--- config.mk ---
export PLATFORM = sky130hd
export DESIGN_NAME = sst_dump
export DESIGN_NICKNAME = d
export VERILOG_FILES = /design/src/rtl/sst_dump.sv
export SDC_FILE = /design/constraint.sdc
export NUM_CORES = 1
export LEC_CHECK = 0
export ABC_CLOCK_PERIOD_IN_PS = 1900
export BUFFER_PORTS_ARGS = -buffer_cell sky130_fd_sc_hd__buf_2
export CAP_MARGIN = 5
export CORE_MARGIN = 1.5
export CORE_UTILIZATION = 30
export CTS_CLUSTER_SIZE = 20
export DETAILED_ROUTE_END_ITERATION = 8
export GPL_ROUTABILITY_DRIVEN = 0
export HOLD_SLACK_MARGIN = 0.03
export PLACE_DENSITY = 0.49
export SYNTH_ARGS = -nofsm -noshare
export SYNTH_HDL_FRONTEND = slang
export SYNTH_SLANG_ARGS = --single-unit
--- constraint.sdc ---
create_clock -name clk -period 1.9 [get_ports clk]
set_input_delay 0.095 -clock clk [delete_from_list [all_inputs] [get_ports clk]]
set_output_delay 0.095 -clock clk [all_outputs]
set_load 0.1 [all_outputs]
--- src/rtl/sst_dump.sv ---
// -----------------------------------------------------------------------------
// sst_dump : save-state register dump sequencer
//
// Walks save-state addresses 0..127 through the mapper. For each address it
// waits two cycles for the combinational read data, then presents the byte on
// a valid/ready output port. The byte read at address 127 is also kept as
// map_idx.
//
// Optional feature (macro SST_DUMP_SUM_EN): a 129th byte is appended. It is
// the two's complement of the 8-bit sum of the 128 transferred bytes.
//
// Ports
//   clk        in   1  clock, rising edge
//   rst_n      in   1  asynchronous active-low reset
//   start      in   1  one-cycle dump request (ignored while busy)
//   abort      in   1  cancel dump, highest priority
//   sst_addr   out  8  save-state register address (bit 7 always 0)
//   sst_act    out  1  sst_addr valid
//   sst_di     in   8  mapper read data, combinational from sst_addr
//   out_data   out  8  dumped byte
//   out_valid  out  1  out_data valid
//   out_ready  in   1  sink accepts byte
//   busy       out  1  dump in progress
//   done       out  1  one-cycle pulse on normal completion
//   map_idx    out  8  byte read at address 127 in the last completed dump
// -----------------------------------------------------------------------------
module sst_dump (
  input  logic       clk,
  input  logic       rst_n,
  input  logic       start,
  input  logic       abort,
  output logic [7:0] sst_addr,
  output logic       sst_act,
  input  logic [7:0] sst_di,
  output logic [7:0] out_data,
  output logic       out_valid,
  input  logic       out_ready,
  output logic       busy,
  output logic       done,
  output logic [7:0] map_idx
);

  // state  | meaning
  // IDLE   | waiting for start
  // SETUP  | address driven, mapper data settling
  // SAMPLE | address held, read data captured
  // OUT    | byte presented, waiting for transfer
  // SUM    | checksum byte presented (SST_DUMP_SUM_EN only)
  // FIN    | done pulse
  localparam logic [2:0] IDLE   = 3'd0;
  localparam logic [2:0] SETUP  = 3'd1;
  localparam logic [2:0] SAMPLE = 3'd2;
  localparam logic [2:0] OUT    = 3'd3;
  localparam logic [2:0] SUM    = 3'd4;
  localparam logic [2:0] FIN    = 3'd5;

  logic [2:0] r_state;
  logic [6:0] r_cnt;
  logic [7:0] r_data;
  logic [7:0] r_map;
  logic       w_last;

`ifdef SST_DUMP_SUM_EN
  logic [7:0] r_sum;
`endif

  assign w_last = (r_cnt == 7'd127);

  always_ff @(posedge clk or negedge rst_n) begin
    if (!rst_n) begin
      r_state <= IDLE;
      r_cnt   <= 7'd0;
      r_data  <= 8'd0;
      r_map   <= 8'd0;
`ifdef SST_DUMP_SUM_EN
      r_sum   <= 8'd0;
`endif
    end else if (abort) begin
      // abort wins over everything; counter/data are reinitialised on next start
      r_state <= IDLE;
    end else begin
      case (r_state)
        IDLE: begin
          if (start) begin
            r_cnt   <= 7'd0;
`ifdef SST_DUMP_SUM_EN
            r_sum   <= 8'd0;
`endif
            r_state <= SETUP;
          end
        end
        SETUP: r_state <= SAMPLE;
        SAMPLE: begin
          r_data <= sst_di;
          if (w_last) r_map <= sst_di;
          r_state <= OUT;
        end
        OUT: begin
          if (out_ready) begin
`ifdef SST_DUMP_SUM_EN
            r_sum <= r_sum + r_data;
`endif
            if (!w_last) begin
              r_cnt   <= r_cnt + 7'd1;
              r_state <= SETUP;
            end else begin
`ifdef SST_DUMP_SUM_EN
              // the final byte is included here since r_sum updates in parallel
              r_data  <= 8'd0 - (r_sum + r_data);
              r_state <= SUM;
`else
              r_state <= FIN;
`endif
            end
          end
        end
`ifdef SST_DUMP_SUM_EN
        SUM: begin
          if (out_ready) r_state <= FIN;
        end
`endif
        FIN:     r_state <= IDLE;
        default: r_state <= IDLE;
      endcase
    end
  end

  assign sst_addr  = {1'b0, r_cnt};
  assign sst_act   = (r_state == SETUP) || (r_state == SAMPLE);
  assign out_valid = (r_state == OUT) || (r_state == SUM);
  assign out_data  = r_data;
  assign busy      = (r_state != IDLE);
  assign done      = (r_state == FIN);
  assign map_idx   = r_map;

endmodule

* Word-level counts from Yosys, hierarchy flattened
Index checks and enable logic that the tools add are counted.
** Storage, ports and cells
- Flip-flop bits (word level) :: 26
- Bits in latches :: 0
- Bits in writable memories :: 0
- Memory bits (read-only) :: 0
- Bits of input ports :: 13
- Output and inout port bits :: 28
- Logic and storage cells :: 35
- Memories :: 0
** Cells by class
- $add $sub $neg :: 1
- Multiply operators :: 0
- Divide/modulo/power cells :: 0
- Magnitude comparators :: 0
- Eq/ne operators :: 11
- Shifts and indexed selects :: 0
- Muxes and demuxes :: 9
- Bitwise gates (word level) :: 1
- Reductions and logical operators :: 9
** Operators by type and width (number)
- 2-to-1 mux 7 bit :: 3
- one-hot mux 7 bit (2 select lines) :: 1
- 2-to-1 mux 3 bit :: 4
- one-hot mux 3 bit (4 select lines) :: 1
- adder 7 x 1 -> 7 bit, second input constant :: 1
- equality test 7 bit, second input constant :: 1
- equality test 3 x 2 -> 1 bit, second input constant :: 2
- equality test 3 bit, second input constant :: 2
- != test 2 bit, second input constant :: 3
- != test 3 bit, second input constant :: 2
- AND reduction 5 bit :: 1
- AND reduction 2 bit :: 2
- equality test 3 x 1 -> 1 bit, second input constant :: 1
- logical NOT 3 bit :: 1
- AND reduction 3 bit :: 1
- nonzero test 3 bit :: 1
- logical OR 1 bit :: 2
- nonzero test 2 bit :: 1
- NOT 1 bit :: 1

* Longest topological paths before layout
- Word-level depth :: 5
- Depth in mapped cells :: 5
- Gate-level depth less buffers :: 5

* Least setup slack after synthesis
OpenSTA, ideal clock, no wires.
- Kind :: register to output
- Start :: register r_state[1]
- End :: output port done
- Arrival time :: 2714 ps
- Required time :: 1805 ps
- Setup slack :: -909 ps
- Stages on the path, launching flop included :: 3
- Path buffers :: 1
- Path through :: dfrtp_1 buf_2 nor3b_1
** On the way
- Word-level cells in the longest chain between the ends :: 1
** RTL lines
- from (decl) :: line 57 : logic [2:0] r_state;
- from (signal assigned) :: line 71 : r_state <= IDLE;
- from (signal assigned) :: line 80 : r_state <= IDLE;
- from (signal assigned) :: line 89 : r_state <= SETUP;
- equality test 3 bit :: line 133 : assign done = (r_state == FIN);
- to (decl) :: line 39 : output logic done,
No other way between the ends.

* Final worst setup path
- Start :: register r_state[2]
- End :: output port out_valid
** On the way
- Word-level cells in the longest chain between the ends :: 2
- Elaborated cells between the ends (all ways) :: 3
- Classes of those cells :: eq/ne (2); reduce/logical (1)
** RTL lines
- equality test 3 x 2 -> 1 bit or equality test 3 bit (tied branches) :: line 130 : assign out_valid = (r_state == OUT) || (r_state == SUM);
- logical OR 1 bit * :: line 130
- to (decl) :: line 36 : output logic out_valid,
Mark *: on every way between the ends. The rest lies on a longest branch, timed or not.

==> flow_summary.json <==
{
  "fin_worst_skew_ns": 0.00600,
  "drive_gt1_share_pct": 55.4,
  "report.final.slew_viol_count": 0,
  "yosys-top-cells-area": "dfrtp_1 (52%), mux2_4 (9.7%), mux2_2 (7.2%), a21oi_1 (2.8%), nor4b_4 (1.9%)",
  "post-synth-top-area-cell": "dfrtp_1",
  "dieHeight_um": 67.4,
  "rsz0062_at_grt": "false",
  "yosys-top-cells-count": "dfrtp_1 (26), mux2_2 (8), mux2_4 (8)",
  "wl_um": 2560,
  "pwr-share-comb_pct": 39.5,
  "internal-power_mw": 1.02,
  "grt_max_degree": 27,
  "synth-async-reset-ratio_pct": 100,
  "register_area_um2": 663,
  "clock_path_buffers": 2,
  "syn_nets": 111,
  "fin_crit_sh_pct": 91.3,
  "place_inst": 184,
  "hp-class": "in -> reg",
  "ioPinCount": 41,
  "io_buffers": 39,
  "clkTransAtPathRegs_ns": 0.09,
  "grt_overflow_total": 0,
  "slew_headroom_pct": 61.6,
  "clkLatencyLatePin_ns": 0.27,
  "cpPeakStageDelay_ns": 0.50,
  "cts.sinks": 26,
  "numCtsBuffers": 3,
  "syn-cell-area_mm2": 0.00124,
  "crit_slowest_cell": "dfrtp_1",
  "initial_core_util_pct": 31.1,
  "drv_cap": 0,
  "multi_input_area_um2": 571,
  "synth_xor_area_share_pct": 0.704,
  "cp_max_fo": 9,
  "yosysTopAreaCellShare_pct": 52.3,
  "grt_pass1_wl_um": 4400,
  "num_vias": 920,
  "worst_slew_pin_slew_ns": 0.576,
  "drc": 0,
  "fillers": 400,
  "utilization_pct": 40.0,
  "syn_inst": 97,
  "fp-row-count": 23,
  "criticalPathCategory": "reg -> out",
  "diodes": 0,
  "setup_viol": 0,
  "synth_seq_cells": 26,
  "antenna_found_initial": 0,
  "start_kind": "flip-flop",
  "die_area_mm2": 0.00454,
  "fin_tns_setup_ns": 0,
  "synthToLayoutAreaGrowth_pct": 28.7,
  "power_density_mw_per_mm2": 1150,
  "yosysMostFrequentCell": "dfrtp_1",
  "fmax_ghz": 0.576,
  "synth_top_family_by_area": "multiplexers",
  "p_clk_share_pct": 24.8,
  "hpwl_um": 1930,
  "grt_pass1_vias": 935,
  "ir_drop_v": 0.000545,
  "stdcell_count": 189,
  "swShare_pct": 44.4,
  "avgSynthCellArea_um2": 12.8,
  "p_seq_share_pct": 35.7,
  "crit_chain": "nand3b_1, nand2_1, clkbuf_4",
  "cts_setup_buffers": 0,
  "core_mm2": 0.00400,
  "outcome": "finished clean",
  "die_w_um": 67.4,
  "crit_path_end_kind": "output port",
  "synth_flop_cell": "dfrtp_1",
  "synth_edf_count": 0,
  "power_leakage_nw": 0.793,
  "hold_violations": 0,
  "grt.total_usage_pct": 12.9,
  "synth_compound_area_share_pct": 9.36,
  "p_sw_mw": 0.814,
  "period_needed_ns": 1.74,
  "synth-simple-area-share_pct": 15.8,
  "crit_arrival_ns": 1.64,
  "first_pass_iters": 4,
  "routed_via_density": 4.87,
  "crit_required_ns": 1.80,
  "fin_nets": 154,
  "ys_warn_count": 0,
  "synth.distinct_cells": 34,
  "tritoncts": "built",
  "drt_iter0_drc": 31,
  "ant_nets": 0,
  "htreeDepth": 1,
  "wire_per_inst_um": 13.5,
  "yosysSeqAreaShare_pct": 52.3,
  "synth-adder-area-share_pct": 1.01,
  "clockRootBuffer": "clkbuf_8",
  "synthMuxAreaShare_pct": 16.9
}
## power by group through the flow
stage               sequential [mW]  combinational [mW]  clock, mW
floorplan                      1.10               0.172          0
global route                  0.668               0.750      0.500
detailed placement            0.668               0.727          0
global placement              0.663               0.723          0
CTS                           0.656               0.730      0.473
finish                        0.654               0.725      0.456
## worst max-delay path, delay by kind of cell (launching register included)
| family | cells | cell delay (ns) |
|---|---|---|
| flip-flops | 1 | 0.50 |
| buffers and inverters | 1 | 0.33 |
| AND/OR/NAND/NOR | 2 | 0.54 |
## per-stage QoR
| step | hold slack, ns | worst slack (ns) | area [µm²] | total power, mW |
|---|---|---|---|---|
| floorplan | -0.201 | 0.00144 | 1280 | 1.28 |
| global placement | 0.129 | 0.236 | 1520 | 1.39 |
| detailed placement | 0.136 | 0.197 | 1520 | 1.39 |
| CTS | 0.0511 | 0.0579 | 1600 | 1.86 |
| global route | 0.0485 | 0.0605 | 1600 | 1.92 |
| finish | 0.0615 | 0.165 | 1600 | 1.83 |
## area by class of cell
| class | count | area share [%] |
|---|---|---|
| clock buffer | 3 | 2.58 |
| clock inverter | 1 | 1.88 |
| inverter | 2 | 0.625 |
| multi-input combinational | 65 | 35.7 |
| sequential | 26 | 41.4 |
| tap | 50 | 3.91 |
| timing repair buffer | 42 | 13.9 |
## cells in the final DEF, fill, tap and decap left out, types with 2 or more instances in the layout
cell | synthesis | layout
buf_2 | 1 | 38
dfrtp_1 | 26 | 20
a21oi_1 | 7 | 7
dfrtp_2 | 0 | 4
nor3_1 | 3 | 3
and3_1 | 3 | 3
mux2_2 | 8 | 8
nand2_1 | 4 | 4
mux2_4 | 8 | 8
nor2_1 | 6 | 5
o21ai_0 | 3 | 3
buf_4 | 1 | 2
dfrtp_4 | 0 | 2
a31o_2 | 2 | 2
nor4_1 | 2 | 2
clkbuf_8 | 0 | 3
## cell families (layout without fill, tap and decap cells)
kind of cell,Yosys count,in the layout
xor gates and xnor gates,1,1
and+or+nand+nor,28,28
adders and majority gates,1,1
other,1,1
buffers and inverters,6,48
muxes,16,16
DFF,26,26
AOI/OAI and AO/OA,18,18
## path summary, 6_finish.rpt
kind	start	end	slack [ns]	depth (start not counted)
hold / removal	abort	r_state[0]	0.06	2
hold reg to reg	out_data[4]	out_data[4]	0.51	1
setup reg to reg	r_cnt[0]	map_idx[5]	0.20	5
min in group asynchronous	rst_n	out_data[6]	0.35	2
max in group asynchronous	rst_n	r_cnt[0]	1.11	2
setup / recovery	r_state[2]	out_valid	0.16	3
## layer usage
metal | vias up | GRT usage (%) | wire, µm
li1 | 435 | - | -
met1 | 453 | 17.0 | 1160
met2 | 28 | 20.5 | 1210
met3 | 4 | 2.83 | 137
met4 | 0 | 5.10 | 41
met5 | - | 0 | 0
## state kept, by name (all words and copies together), names as in the netlist
register and flops:
r_cnt 7, out_data 8, r_state 3, map_idx 8
## what timing repair did
action                                  in CTS  in global routing
gates resized for setup                      0                  1
endpoints found under the setup margin       0                  1
hold buffers                                 1                  0
hold endpoints to repair                    26                  0
Power figures use the tool's default switching activity.
